--- src/rtl/alu_mul_sequencer.sv ---
// Iterative shift-and-add multiplier (low 32 bits of a 32x32 product) that borrows
// the shared execute-stage ALU for its additions through a request/grant handshake.
module alu_mul_sequencer #(
  parameter bit EARLY_EXIT = 1'b1
) (
  input  logic        clk,
  input  logic        reset_n,
  input  logic        req_valid,
  output logic        req_ready,
  input  logic [31:0] req_a,
  input  logic [31:0] req_b,
  input  logic        flush,
  output logic        resp_valid,
  input  logic        resp_ready,
  output logic [31:0] resp_data,
  output logic        alu_req,
  input  logic        alu_grant,
  output logic [6:0]  alu_ctl,
  output logic [31:0] alu_a,
  output logic [31:0] alu_b,
  input  logic [31:0] alu_out,
  output logic        busy
);

  localparam logic [1:0] ST_IDLE = 2'd0;
  localparam logic [1:0] ST_RUN  = 2'd1;
  localparam logic [1:0] ST_DONE = 2'd2;
  localparam logic [6:0] ALU_ADD = 7'b0000010;

  logic [1:0]  state_r,    state_nxt_s;
  logic [31:0] acc_r,      acc_nxt_s;
  logic [31:0] mcand_r,    mcand_nxt_s;
  logic [31:0] mplier_r,   mplier_nxt_s;
  logic [5:0]  step_cnt_r, step_cnt_nxt_s;
  logic        last_step_s;
  logic        run_s;

  // Next-state and datapath update; flush overrides every other event.
  always_comb begin
    state_nxt_s    = state_r;
    acc_nxt_s      = acc_r;
    mcand_nxt_s    = mcand_r;
    mplier_nxt_s   = mplier_r;
    step_cnt_nxt_s = step_cnt_r;
    last_step_s    = 1'b0;
    if (EARLY_EXIT) begin
      last_step_s = (mplier_r[31:1] == 31'd0);
    end else begin
      last_step_s = (step_cnt_r == 6'd31);
    end
    if (flush) begin
      state_nxt_s = ST_IDLE;
    end else begin
      case (state_r)
        ST_IDLE: begin
          if (req_valid) begin
            acc_nxt_s      = 32'd0;
            mcand_nxt_s    = req_a;
            mplier_nxt_s   = req_b;
            step_cnt_nxt_s = 6'd0;
            state_nxt_s    = ST_RUN;
          end else begin
            state_nxt_s = ST_IDLE;
          end
        end
        ST_RUN: begin
          // An exhausted multiplier finishes without waiting for the ALU.
          if (EARLY_EXIT && (mplier_r == 32'd0)) begin
            state_nxt_s = ST_DONE;
          end else if (alu_grant) begin
            if (mplier_r[0]) begin
              acc_nxt_s = alu_out;
            end else begin
              acc_nxt_s = acc_r;
            end
            mcand_nxt_s    = {mcand_r[30:0], 1'b0};
            mplier_nxt_s   = {1'b0, mplier_r[31:1]};
            step_cnt_nxt_s = step_cnt_r + 6'd1;
            if (last_step_s) begin
              state_nxt_s = ST_DONE;
            end else begin
              state_nxt_s = ST_RUN;
            end
          end else begin
            state_nxt_s = ST_RUN;
          end
        end
        ST_DONE: begin
          if (resp_ready) begin
            state_nxt_s = ST_IDLE;
          end else begin
            state_nxt_s = ST_DONE;
          end
        end
        default: begin
          state_nxt_s = ST_IDLE;
        end
      endcase
    end
  end

  // State and datapath registers.
  always_ff @(posedge clk or negedge reset_n) begin
    if (!reset_n) begin
      state_r    <= ST_IDLE;
      acc_r      <= 32'd0;
      mcand_r    <= 32'd0;
      mplier_r   <= 32'd0;
      step_cnt_r <= 6'd0;
    end else begin
      state_r    <= state_nxt_s;
      acc_r      <= acc_nxt_s;
      mcand_r    <= mcand_nxt_s;
      mplier_r   <= mplier_nxt_s;
      step_cnt_r <= step_cnt_nxt_s;
    end
  end

  // Outputs decode only registered state, so they are glitch-free and reset asynchronously.
  assign run_s      = (state_r == ST_RUN);
  assign req_ready  = (state_r == ST_IDLE);
  assign resp_valid = (state_r == ST_DONE);
  assign resp_data  = (state_r == ST_DONE) ? acc_r : 32'd0;
  assign alu_req    = run_s;
  assign alu_ctl    = run_s ? ALU_ADD : 7'd0;
  assign alu_a      = run_s ? acc_r : 32'd0;
  assign alu_b      = run_s ? mcand_r : 32'd0;
  assign busy       = (state_r != ST_IDLE);

endmodule
--- config.mk ---
export PLATFORM = sky130hd
export DESIGN_NAME = alu_mul_sequencer
export DESIGN_NICKNAME = d
export VERILOG_FILES = /design/src/rtl/alu_mul_sequencer.sv
export SDC_FILE = /design/constraint.sdc
export NUM_CORES = 1
export LEC_CHECK = 0
export CORE_AREA = 2 2 113 115
export CTS_CLUSTER_DIAMETER = 120
export DETAILED_ROUTE_END_ITERATION = 8
export DIE_AREA = 0 0 115 117
export PLACE_DENSITY = 0.79
export SYNTH_ARGS = -nofsm -noshare
export SYNTH_HDL_FRONTEND = slang
export SYNTH_SLANG_ARGS = --single-unit
--- constraint.sdc ---
create_clock -name clk -period 2 [get_ports clk]
set_input_delay 0.4 -clock clk [delete_from_list [all_inputs] [get_ports clk]]
set_output_delay 0.4 -clock clk [all_outputs]
set_load 0.03 [all_outputs]
-- After elaboration in Yosys (flattened, before gate mapping)
Cells that the tools add are included.
- bits in registers: 98
- output and inout bits: 107
- equality and inequality tests: 6
- multiplexer cells: 24
- bitwise operators: 1
- reductions and logical operators: 7
- operator list (kind ; number):
    $mux 32 ; 13
    $pmux 32 s2 ; 3
    $logic_not 32->1 ; 1
    $logic_not 31->1 ; 1
    $mux 2 ; 6
    $ne 2x2->1 const B ; 4
    $pmux 2 s3 ; 1
    $reduce_and 6->1 ; 1
    $reduce_and 5->1 ; 1
    $reduce_bool 2->1 ; 2
    $eq 2x1->1 const B ; 1
    $eq 2x2->1 const B ; 1
    $logic_not 2->1 ; 1
    $mux 1 ; 1
    $not 1->1 ; 1

-- Logic depth before layout (Yosys ltp)
- depth in word-level cells: 6
- depth in mapped cells: 8
- mapped depth without buffers: 5

-- Worst setup path after synthesis
No wires, ideal clock.
- path kind: reg-to-output
- start point: register state_r[1]
- end point: output port alu_a[22]
- data arrival time: 1.723 ns
- path slack: -0.123 ns
- cell stages (with the launch flop): 7
- cell sequence: dfrtp_1 nand2b_2 inv_2 buf_4 buf_6 clkbuf_1 and2_1
- word-level cells in the longest chain between the ends: 2
- RTL lines (element ; line ; text):
    from (decl) ; 30 ; logic [1:0] state_r, state_nxt_s;
    from (signal assigned) ; 111 ; state_r <= state_nxt_s;
    $eq 2x1->1 ; 120 ; assign run_s = (state_r == ST_RUN);
    named net alu_req ; 16 ; output logic alu_req,
    $mux 32 ; 126 ; assign alu_a = run_s ? acc_r : 32'd0;
    to (decl) ; 19 ; output logic [31:0] alu_a,
The timed path passes the listed nets, and every way through them passes these cells.

-- Worst setup path after layout
- start point: register state_r[1]
- end point: output port alu_b[0]
- word-level cells in the longest chain between the ends: 2
- RTL lines (element ; line ; text):
    $eq 2x1->1 ; 120 ;
    $mux 32 ; 127 ; assign alu_b = run_s ? mcand_r : 32'd0;
    to (decl) ; 20 ; output logic [31:0] alu_b,
Every way passes these cells.

==> summary.md <==
| Metric | Value |
|---|---|
| Sequential power share | `0.435` |
| TritonCTS clock tree | `done` |
| Crit path time final | `2010 ps` |
| Routed Antenna Nets | `0` |
| Ys async rst share | `1.00` |
| Fin Clk Skew | `10.7 ps` |
| GRT Overall Usage | `0.220` |
| Leak | `3.51 nW` |
| CTS Sinks | `98` |
| Sw Pwr | `0.00178 W` |
| Die H | `117 um` |
| Core area | `12,300 um^2` |
| Initial core utilization | `0.426` |
| Violated checks | `setup timing` |
| Die Span X | `115 um` |
| Nets | `863` |
| Yosys synthesis warning count | `0` |
| Proportion of synthesized area in mux cells | `0` |
| RR Endpoint | `mcand_r[5]` |
| Layout cells sized above 1 | `0.249` |
| Row cnt | `41` |
| GPL Wtd Cong | `0.817` |
| Clock share of power | `0.290` |
| Die area | `13,500 um^2` |
| Setup slack, reg-to-reg | `100 ps` |
| R2R depth | `6` |
| Compound-gate portion of the synthesized area | `0.198` |
| Logic pwr share | `0.275` |
| Post-Syn Area | `5250 um^2` |
| Top Ports | `209` |
| Largest net degree at the start of global routing | `65` |
| Post-Synth Simple-Gate Area | `0.262` |
| VDD IR-drop max | `0.548 mV` |
| Switching share of total power | `0.300` |
| Crit start category | `register` |
| Hold crit path type | `reg -> reg` |
| Worst-path cell chain | `nand2b_4, clkbuf_8, nor2_1, buf_4` |
| Post-synthesis xor/xnor area fraction | `0` |
| Avg Inst Size Synth | `9.19 um^2` |
| Final Hold Vio Count | `0` |
| Global route overflow | `0` |
| FF+latch count, synth | `98` |
| Synth Flop Type | `dfrtp_1` |
| Cts bufs inserted | `9` |
| Drt pass-1 iters | `4` |
| Element type at the critical path end | `output pin` |
| Synth Area in Adders | `0` |
| CP Capture Point | `alu_b[0]` |
| Setup WS post-layout | `-12.3 ps` |
| Crit Path Class | `reg -> out` |
| Worst skew pair latency | `340 ps` |
| Largest stage delay on the critical path | `410 ps` |
| Hpwl dp | `10.3 mm` |
| Synth cell types | `34` |
| Critical path buffers and inverters | `2` |
| Layout area overhead | `51.5%` |
| Worst-path clk slew | `70 ps` |
| Post-route cell area | `7950 um^2` |
| Vias in the first global route | `4,688` |
| Total power | `0.00593 W` |
| Critical Path RT | `1600 ps` |
| Critical Path Start | `state_r[1]` |
| Starting DRT DRC Count | `290` |
| Post-Syn Instances | `571` |
| Hold WS | `491 ps` |
| Pre-CTS setup slack | `-125 ps` |
| Root buf cell | `clkbuf_16` |
| Initial antenna violation count | `0` |
| Vias per cell | `5.37` |
| Delay-heaviest family, CP | `buffers and inverters` |
| Multi-input gate area | `2560 um^2` |
| CTS H-Tree Depth | `3` |
| Port Buf Inserts | `202` |
| Max Freq | `497 MHz` |
| CTS Buffer Depth | `2` |
| Routed wire per std cell | `16.5 um` |
| Final slew viol count | `0` |
| FF-to-FF Start | `mplier_r[23]` |
| Register area | `2450 um^2` |
| Fillers | `981` |
| Largest family of logic cells by synthesized area | `simple AND/OR/NAND/NOR gates` |
| Run status | `finished, violations left` |
| Max-Cap Viols | `0` |
| Placed cell areas | `7230 um^2` |
| Diodes inserted | `0` |
| Setup Viol. Count Final | `2` |
| Final period util | `1.01` |
| Routed vias | `4,916` |
| Cell internal pwr | `0.00415 W` |
| Post-synth EDFFs | `0` |
| WP depth | `4` |
| Pwr/cell area | `745 nW/um^2` |
| Max FO, Critical Path | `45` |
| Unrepaired setup endpoints after global routing | `yes` |
| Post-synthesis sequential area ratio | `0.467` |
| DRC viols | `0` |
| Routed WL | `15.1 mm` |
| Slowest cell on crit path | `dfrtp_1` |
| Crit path DAT | `1610 ps` |
| Global-route wire length before repair | `23.7 mm` |
[sequential cells by signal (all words and copies together) (netlist names)]
register,cells
acc_r,32
mcand_r,32
mplier_r,32
state_r,2
[layer usage]
layer,vias to the layer above,part of all wire,track usage,routed length [um]
li1,2343,-,-,-
met1,2358,0.42,0.290,6330
met2,200,0.49,0.367,7420
met3,15,0.079,0.0515,1190
met4,0,0.012,0.0618,174
met5,-,0,0,0
[Yosys cell counts (2+ instances only)]
cell type  instances  share of area
inv_1              5         0.0036
dfrtp_1           98           0.47
buf_4              9          0.013
nor2_1             4         0.0029
nor2b_1            2         0.0024
nand3_1           31          0.030
buf_1              4         0.0029
nand2b_1           2         0.0024
a31oi_1            2         0.0024
o21ai_0           35          0.033
nand4_1            2         0.0024
clkbuf_1          19          0.014
o22a_1            61           0.10
a211o_1           31          0.052
nand2_1          125          0.089
buf_2             17          0.016
buf_8              7          0.020
and2_1            95           0.11
nor4_1             7         0.0083
[power by group through the flow]
stage | combinational [W] | sequential, W | clock (W)
floorplan | 0.000912 | 0.00252 | 0
global placement | 0.00146 | 0.00258 | 0
finish | 0.00163 | 0.00258 | 0.00172
global route | 0.00176 | 0.00263 | 0.00184
CTS | 0.00156 | 0.00256 | 0.00176
detailed placement | 0.00149 | 0.00260 | 0
[how the worst min path moves through the flow]
stage	from	end	slack, ps	depth (start not counted)
after floorplan	reset_n	acc_r[0]	100	0
after global placement	reset_n	acc_r[6]	360	1
after detailed placement	reset_n	acc_r[0]	360	1
after CTS	acc_r[8]	acc_r[8]	500	2
after global routing	mcand_r[27]	mcand_r[27]	520	1
final	acc_r[26]	acc_r[26]	490	2
[placed cells by master (no fill, tap or decap), drive strengths merged]
master         instances
nor2                   5
o21ai                 36
clkbuf                10
o211ai                 1
clkdlybuf4s15          1
buf                  126
nand2b                 3
a32oi                  1
nor4                   7
or2                    1
bufbuf                 1
nand3                 31
dlygate4sd3            1
clkinv                 4
o22a                  61
nor2b                  2
and2                  95
a21oi                  1
nor3                   2
a211o                 31
clkdlybuf4s50        100
dlygate4sd2            1
inv                    8
nand4                  2
conb                   6
a31oi                  3
nand2                125
and3                   2
bufinv                 1
dfrtp                 98
[kinds of logic (layout without fill, tap and decap cells)]
group | count (synthesis) | count (layout)
simple gates | 275 | 275
flops | 98 | 98
other cells | 1 | 6
compound gates | 134 | 134
buf+inv | 63 | 253
[worst reg2reg max path: cells and delay by family (launching register included)]
family / cells / cell delay (ps)
flip-flops: 1 / 400
AO/OA/AOI/OAI: 2 / 370
AND/OR/NAND/NOR: 3 / 830
buffers and inverters: 1 / 200
[layout make-up]
cell class / instances / area share
Clock buffer: 9 / 0.0283
Timing Repair Buffer: 231 / 0.305
Multi-Input combinational cell: 415 / 0.322
Tap cell: 150 / 0.0236
Clock inverter: 7 / 0.00849
Sequential cell: 98 / 0.308
Inverter: 6 / 0.00378
[what timing repair did]
item | CTS | global route
endpoints found under the hold margin | 3 | 0
hold buffers | 1 | 0
pin swaps | 1 | 3
gates cloned | 2 | 0
setup buffers | 4 | 0
gates resized for setup | 42 | 62
endpoints found under the setup margin | 98 | 137
[through the flow]
| step | util | instances | TNS, ps |
|---|---|---|---|
| floorplan | - | 576 | 0 |
| global placement | 0.588 | 893 | -4370 |
| detailed placement | 0.588 | 893 | -5610 |
| CTS | 0.629 | 916 | -950 |
| global route | 0.646 | 916 | -2290 |
| finish | 0.646 | 916 | -22.7 |
(Power assumes the default switching activity.)
